### src/rtl/globals_afu_pkg.sv
// rtl/globals_afu_pkg.sv - shared AFU constants and types for the tag pool
//
// Purpose: tag space size, the reserved tag value, CU ID width, the tag and
// CU ID types, and the tag pool state encoding.
package globals_afu_pkg;

  localparam int TAG_COUNT   = 256;
  localparam int CU_ID_RANGE = 8;
  localparam int TAG_W       = $clog2(TAG_COUNT);
  // One extra bit so a full free-list count is representable.
  localparam int CNT_W       = TAG_W + 1;

  typedef logic [0:7] tag_t;
  typedef logic [CU_ID_RANGE-1:0] cu_id_t;

  localparam tag_t INVALID_TAG = 8'h00;

  typedef enum logic [1:0] {
    TAG_POOL_IDLE,
    TAG_POOL_INIT,
    TAG_POOL_READY
  } tag_pool_state_t;

endpackage

### src/rtl/tag_pool_control_if.sv
// rtl/tag_pool_control_if.sv - allocate/free handshake bundle for the tag pool
//
// Purpose: groups the allocation request/grant and the free/retire signals.
// master: command arbiter and response path (drive alloc_req, alloc_cu_id,
//         free_valid, free_tag; receive grant and retire strobes).
// slave : tag_pool_control (drives alloc_valid, alloc_tag, free_done,
//         free_cu_id).
interface tag_pool_control_if;
  import globals_afu_pkg::*;

  logic   alloc_req;
  cu_id_t alloc_cu_id;
  logic   alloc_valid;
  tag_t   alloc_tag;
  logic   free_valid;
  tag_t   free_tag;
  logic   free_done;
  cu_id_t free_cu_id;

  modport master (
    output alloc_req, alloc_cu_id, free_valid, free_tag,
    input  alloc_valid, alloc_tag, free_done, free_cu_id
  );

  modport slave (
    input  alloc_req, alloc_cu_id, free_valid, free_tag,
    output alloc_valid, alloc_tag, free_done, free_cu_id
  );

endinterface

### src/rtl/tag_free_fifo.sv
// rtl/tag_free_fifo.sv - ring buffer holding the free tags
//
// Purpose: synchronous free-list of depth DEPTH with push/pop and flush.
// Ports: clock, rstn (async active-low), flush_i (clear pointers/count),
//        push_i/push_tag_i (write at tail), pop_i (advance head),
//        head_tag_o (tag at head), count_o (entries held).
module tag_free_fifo
  import globals_afu_pkg::*;
#(
  parameter int DEPTH = TAG_COUNT
) (
  input  logic             clock,
  input  logic             rstn,
  input  logic             flush_i,
  input  logic             push_i,
  input  tag_t             push_tag_i,
  input  logic             pop_i,
  output tag_t             head_tag_o,
  output logic [CNT_W-1:0] count_o
);

  localparam int PW = $clog2(DEPTH);

  tag_t             mem_q [DEPTH];
  logic [PW-1:0]    rd_ptr_q, rd_ptr_d;
  logic [PW-1:0]    wr_ptr_q, wr_ptr_d;
  logic [CNT_W-1:0] count_q, count_d;

  always_comb begin
    rd_ptr_d = rd_ptr_q;
    wr_ptr_d = wr_ptr_q;
    count_d  = count_q;
    if (flush_i) begin
      rd_ptr_d = '0;
      wr_ptr_d = '0;
      count_d  = '0;
    end else begin
      // Pointers wrap naturally at DEPTH (power of two).
      if (push_i) wr_ptr_d = wr_ptr_q + 1'b1;
      if (pop_i)  rd_ptr_d = rd_ptr_q + 1'b1;
      count_d = count_q + CNT_W'(push_i) - CNT_W'(pop_i);
    end
  end

  always_ff @(posedge clock or negedge rstn) begin
    if (!rstn) begin
      rd_ptr_q <= '0;
      wr_ptr_q <= '0;
      count_q  <= '0;
    end else begin
      rd_ptr_q <= rd_ptr_d;
      wr_ptr_q <= wr_ptr_d;
      count_q  <= count_d;
    end
  end

  // Storage is not reset; only entries between the pointers are meaningful.
  always_ff @(posedge clock) begin
    if (push_i && !flush_i) mem_q[wr_ptr_q] <= push_tag_i;
  end

  assign head_tag_o = mem_q[rd_ptr_q];
  assign count_o    = count_q;

endmodule

### src/rtl/tag_pool_control.sv
// rtl/tag_pool_control.sv - PSL command tag allocator with owner tracking
//
// Purpose: fills a free-list with tags 1..TAG_COUNT-1, grants one tag per
// request, records the issuing CU per tag and returns it when the tag retires.
// Ports: clock, rstn (async active-low), enabled_in (low forces idle/clear),
//        pool_if (slave side of the alloc/free handshake), tags_available,
//        init_done, error_double_free / error_invalid_tag (sticky).
module tag_pool_control
  import globals_afu_pkg::*;
(
  input  logic              clock,
  input  logic              rstn,
  input  logic              enabled_in,
  tag_pool_control_if.slave pool_if,
  output logic [CNT_W-1:0]  tags_available,
  output logic              init_done,
  output logic              error_double_free,
  output logic              error_invalid_tag
);

  localparam tag_t LAST_TAG = tag_t'(TAG_COUNT - 1);

  tag_pool_state_t      state_q, state_d;
  tag_t                 init_tag_q, init_tag_d;
  logic                 init_push;
  logic [TAG_COUNT-1:0] busy_q;
  cu_id_t               owner_q [TAG_COUNT];

  logic   alloc_valid_q, free_done_q, err_dbl_q, err_inv_q;
  tag_t   alloc_tag_q;
  cu_id_t free_cu_id_q;

  tag_t             head_tag;
  logic [CNT_W-1:0] fifo_count;
  logic             serving, alloc_fire, free_fire, free_is_invalid;

  always_comb begin
    state_d    = state_q;
    init_tag_d = init_tag_q;
    init_push  = 1'b0;
    if (!enabled_in) begin
      state_d    = TAG_POOL_IDLE;
      init_tag_d = tag_t'(1);
    end else begin
      case (state_q)
        TAG_POOL_IDLE: begin
          state_d    = TAG_POOL_INIT;
          init_tag_d = tag_t'(1);
        end
        TAG_POOL_INIT: begin
          init_push  = 1'b1;
          init_tag_d = init_tag_q + tag_t'(1);
          if (init_tag_q == LAST_TAG) state_d = TAG_POOL_READY;
        end
        TAG_POOL_READY: state_d = TAG_POOL_READY;
        default:        state_d = TAG_POOL_IDLE;
      endcase
    end
  end

  always_ff @(posedge clock or negedge rstn) begin
    if (!rstn) begin
      state_q    <= TAG_POOL_IDLE;
      init_tag_q <= tag_t'(1);
    end else begin
      state_q    <= state_d;
      init_tag_q <= init_tag_d;
    end
  end

  assign serving         = enabled_in && (state_q == TAG_POOL_READY);
  assign free_is_invalid = (pool_if.free_tag == INVALID_TAG);
  assign alloc_fire      = serving && pool_if.alloc_req && (fifo_count != '0);
  // The head tag is never busy, so an alloc and a free in the same cycle
  // always touch different busy/owner entries.
  assign free_fire       = serving && pool_if.free_valid && !free_is_invalid
                           && busy_q[pool_if.free_tag];

  tag_free_fifo #(.DEPTH(TAG_COUNT)) u_free_fifo (
    .clock      (clock),
    .rstn       (rstn),
    .flush_i    (!enabled_in),
    .push_i     (init_push || free_fire),
    .push_tag_i (init_push ? init_tag_q : pool_if.free_tag),
    .pop_i      (alloc_fire),
    .head_tag_o (head_tag),
    .count_o    (fifo_count)
  );

  always_ff @(posedge clock or negedge rstn) begin
    if (!rstn) begin
      busy_q        <= '0;
      alloc_valid_q <= 1'b0;
      alloc_tag_q   <= '0;
      free_done_q   <= 1'b0;
      free_cu_id_q  <= '0;
      err_dbl_q     <= 1'b0;
      err_inv_q     <= 1'b0;
    end else begin
      alloc_valid_q <= alloc_fire;
      free_done_q   <= free_fire;
      if (!enabled_in) begin
        busy_q <= '0;
      end else begin
        if (alloc_fire) busy_q[head_tag] <= 1'b1;
        if (free_fire)  busy_q[pool_if.free_tag] <= 1'b0;
      end
      if (alloc_fire) alloc_tag_q  <= head_tag;
      if (free_fire)  free_cu_id_q <= owner_q[pool_if.free_tag];
      if (serving && pool_if.free_valid) begin
        if (free_is_invalid)                   err_inv_q <= 1'b1;
        else if (!busy_q[pool_if.free_tag])    err_dbl_q <= 1'b1;
      end
    end
  end

  always_ff @(posedge clock) begin
    if (alloc_fire) owner_q[head_tag] <= pool_if.alloc_cu_id;
  end

  assign pool_if.alloc_valid = alloc_valid_q;
  assign pool_if.alloc_tag   = alloc_tag_q;
  assign pool_if.free_done   = free_done_q;
  assign pool_if.free_cu_id  = free_cu_id_q;
  assign tags_available      = fifo_count;
  assign init_done           = (state_q == TAG_POOL_READY);
  assign error_double_free   = err_dbl_q;
  assign error_invalid_tag   = err_inv_q;

endmodule

### src/flat_wrapper.sv
// flat-port wrapper written by rule: the top's interface ports become plain ports
module tag_pool_control_flat import globals_afu_pkg::*;
  (clock, rstn, enabled_in, tags_available, init_done, error_double_free, error_invalid_tag, pool_if_alloc_req, pool_if_alloc_cu_id, pool_if_free_valid, pool_if_free_tag, pool_if_alloc_valid, pool_if_alloc_tag, pool_if_free_done, pool_if_free_cu_id);
  tag_pool_control_if pool_if_i ();
  input  logic clock;
  input  logic rstn;
  input  logic enabled_in;
  output logic [CNT_W-1:0] tags_available;
  output logic init_done;
  output logic error_double_free;
  output logic error_invalid_tag;
  input wire logic [$bits(pool_if_i.alloc_req)-1:0] pool_if_alloc_req;
  input wire logic [$bits(pool_if_i.alloc_cu_id)-1:0] pool_if_alloc_cu_id;
  input wire logic [$bits(pool_if_i.free_valid)-1:0] pool_if_free_valid;
  input wire logic [$bits(pool_if_i.free_tag)-1:0] pool_if_free_tag;
  output wire logic [$bits(pool_if_i.alloc_valid)-1:0] pool_if_alloc_valid;
  output wire logic [$bits(pool_if_i.alloc_tag)-1:0] pool_if_alloc_tag;
  output wire logic [$bits(pool_if_i.free_done)-1:0] pool_if_free_done;
  output wire logic [$bits(pool_if_i.free_cu_id)-1:0] pool_if_free_cu_id;
  assign pool_if_i.alloc_req = pool_if_alloc_req;
  assign pool_if_i.alloc_cu_id = pool_if_alloc_cu_id;
  assign pool_if_i.free_valid = pool_if_free_valid;
  assign pool_if_i.free_tag = pool_if_free_tag;
  assign pool_if_alloc_valid = pool_if_i.alloc_valid;
  assign pool_if_alloc_tag = pool_if_i.alloc_tag;
  assign pool_if_free_done = pool_if_i.free_done;
  assign pool_if_free_cu_id = pool_if_i.free_cu_id;
  tag_pool_control u_core (.clock(clock), .rstn(rstn), .enabled_in(enabled_in), .pool_if(pool_if_i), .tags_available(tags_available), .init_done(init_done), .error_double_free(error_double_free), .error_invalid_tag(error_invalid_tag));
endmodule
### config.mk
export PLATFORM = sky130hd
export DESIGN_NAME = tag_pool_control_flat
export DESIGN_NICKNAME = d
export VERILOG_FILES = /design/src/rtl/globals_afu_pkg.sv /design/src/rtl/tag_pool_control_if.sv /design/src/rtl/tag_free_fifo.sv /design/src/rtl/tag_pool_control.sv /design/src/flat_wrapper.sv
export SDC_FILE = /design/constraint.sdc
export NUM_CORES = 2
export LEC_CHECK = 0
export CAP_MARGIN = 20
export CORE_ASPECT_RATIO = 1.1
export CORE_UTILIZATION = 63
export DETAILED_ROUTE_END_ITERATION = 16
export PLACE_DENSITY = 0.79
export REMOVE_ABC_BUFFERS = 1
export SLEW_MARGIN = 20
export SYNTH_ARGS = -nofsm -noshare
export SYNTH_HDL_FRONTEND = slang
export SYNTH_SLANG_ARGS = --single-unit
### constraint.sdc
create_clock -name clock -period 14.9 [get_ports clock]
set_input_delay 2.98 -clock clock [delete_from_list [all_inputs] [get_ports clock]]
set_output_delay 2.98 -clock clock [all_outputs]
set_load 0.02 [all_outputs]
==> metrics <==
vias in the first global route=91900; largest net degree at the start of global routing=199; Synth Area in Compound Gates=3.76%; Main synth FF type=edfxtp_1; Final Non-Filler Cells=12400; # hold bufs at CTS=0; full die area=278000 um^2; crit path kind=primary input to flop; failing checks=max-capacitance violations, max-slew violations; normalized max-slew margin=-0.0504%; fin area=192000 um^2; Hold Path Class=flop to flop; final net count=8402; CP required=15.44 ns; Avg WL per Cell=38.8 um; Clk pwr share=40.0%; Setup Skew=0.0840 ns; # setup viols final=0; Synth async-reset ratio=7.06%; pre-CTS setup slack=5.19 ns; PostCTS Resize Cnt=0; switch share=22.9%; die height=553 um; Post CTS Setup Buffer Count=0; final wirelength=481000 um; 1st-iter DRT viols=14900; combinational share of power=7.4%; CTS buffer count=412; Vias/cell=7.43; grt total ovfl=0; status=complete, but fails checks; CP startpoint kind=primary input; I/O pins=51; layout cells sized above 1=27.3%; Max Clk Rate=0.110 GHz; Core ar.=273000 um^2; internal power=20.4 mW; dpl cell area=178000 um^2; CTS tree=built; mux contribution to synthesized area=16.5%; Yosys cell types=82; WHS=0.514 ns; register area share after synthesis=75.3%; final hold vios=0; antenna violations before repair=26; Port Buffers=50; area growth from synthesis to layout=10.5%; clock buffer depth=4; clock slew at reported path FFs=0.06 ns; DRT Pass-1 Iters=8; TNS Setup=0 ns; Synth Area in Adders=0.170%; Initial Util=63.5%; H-tree depth=5; DRC Markers=0; maximum VDD drop=0.175 mV; Pwr Total=26.5 mW; TritonCTS sink count=4407; fin util=70.2%; RSZ-0062 raised after global routing=no; Max Cap Violations=1; fin crit share=60.9%; sequential group share of total power=52.6%; xor and xnor fraction of the mapped netlist area=0.0555%; Critical Path AT=9.62 ns; first-pass GRT wire length=680000 um; P_leak=59.9 nW; Antenna Nets Post-Route=0; HPWL Detailed=274000 um; Placed Cells=11600; top-area cell type share of the netlist area=70.8%; P_sw=6.06 mW; Crit. End Element=flop; number of synthesized flops with an enable pin=4096; Seq cells post-synth=4407; vias=92000; chip width=503 um; Crit Path Max Fanout=57; Synth Cell Area=174000 um^2; Post-synth top cells=4096 x edfxtp_1, 1160 x mux4_2, 532 x nor2_1; main combinational cell family by area after synthesis=multiplexers; clk_lat worst skew=0.96 ns; GRT Total Usage=34.9%; area leader, netlist=edfxtp_1; yosys warns=0; Synth Area in Simple Gates=2.74%; worst setup margin=5.83 ns; post-synthesis cell count=8215; syn avg cell area=21.1 um^2; clk root buf=clkbuf_16; Area contributors post-synth=edfxtp_1 71%, mux4_2 15%, dfrtp_1 4.5%, o221a_2 1.7%, nor2_1 1.2%; Final GP Congestion=0.987; Worst Tran Pin Value=1.49 ns; PwrDens=138 nW/um^2; most frequent cell after synthesis=edfxtp_1; row count=201; fin crit period=9.07 ns; fin. max-slew vios=1
## critical path: stages
cell	delay (ns)
clkdlybuf4s50_1	0.73
inv_8	0.71
buf_4	0.69
mux4_2	0.67
mux4_2	0.63
nand3_1	0.18
a31oi_2	0.24
or2_2	0.60
nand2_2	0.77
buf_4	0.82
nor2_1	0.38
## final timing paths
path	startpoint	endpoint	slack [ns]	cells after the start
setup reg to reg	u_core.u_free_fifo.rd_ptr_q[0]$_DFFE_PN0P_	u_core.busy_q[194]$_DFF_PN0_	6.47	13
hold reg to reg	u_core.init_tag_q[0]$_DFFE_PN1P_	u_core.init_tag_q[0]$_DFFE_PN1P_	0.51	1
min in group asynchronous	rstn	u_core.busy_q[32]$_DFF_PN0_	2.12	1
max in group asynchronous	rstn	u_core.u_free_fifo.rd_ptr_q[0]$_DFFE_PN0P_	10.23	3
setup / recovery	pool_if_free_tag[3]	u_core.u_free_fifo.mem_q[148][7]$_DFFE_PP_	5.83	11
hold / removal	u_core.init_tag_q[0]$_DFFE_PN1P_	u_core.init_tag_q[0]$_DFFE_PN1P_	0.51	1
## power groups by stage
stage | logic (mW) | registers [mW] | clock network (mW)
finish | 1.96 | 13.9 | 10.6
global route | 2.02 | 13.9 | 11.1
detailed placement | 1.91 | 14.2 | 0
floorplan | 1.20 | 14.4 | 0
CTS | 1.92 | 13.9 | 10.6
global placement | 1.86 | 14.2 | 0
## flip-flops by register name, summed over array words and instances, names as in the netlist, 9 cells and up
name,cells
u_core.u_free_fifo.mem_q,2048
u_core.owner_q,2048
u_core.busy_q,256
u_core.u_free_fifo.count_o,9
## logic make-up after synthesis
| family | after synthesis |
|---|---|
| compound gates | 768 |
| mux | 1396 |
| flops | 4407 |
| simple gates | 1075 |
| fa+ha+maj | 23 |
| buf+inv | 535 |
| xor+xnor | 11 |
## per-layer routing
| layer | vias up | track usage (%) | share of wire [%] |
|---|---|---|---|
| met5 | - | 0 | 0.029 |
| met4 | 18 | 21.4 | 7.3 |
| met3 | 1740 | 10.3 | 13 |
| met2 | 8154 | 53.1 | 47 |
| met1 | 47300 | 44.7 | 33 |
| li1 | 34800 | - | - |
## cell type report
cell class / count / area, um^2
well taps: 3654 / 4570
clock buffers: 533 / 11200
fillers: 15400 / 81500
diodes: 28 / 70.1
inverters: 27 / 111
repair buffers: 237 / 2170
flip-flops and latches: 4407 / 131000
clock inverters: 222 / 2350
multi-input cells: 3273 / 40600
## cells in the final DEF (no fill, tap or decap), types with 94 or more instances in the layout
| cell type | synthesis | final |
|---|---|---|
| a21oi_1 | 96 | 94 |
| a22oi_1 | 120 | 120 |
| clkbuf_16 | 0 | 420 |
| nor2_1 | 532 | 510 |
| o221a_2 | 257 | 257 |
| nand2_1 | 254 | 245 |
| mux2i_1 | 188 | 188 |
| dfrtp_1 | 310 | 305 |
| buf_4 | 30 | 167 |
| edfxtp_1 | 4096 | 4096 |
| mux4_2 | 1160 | 1160 |
No activity file was read; power rests on OpenSTA's default activity.
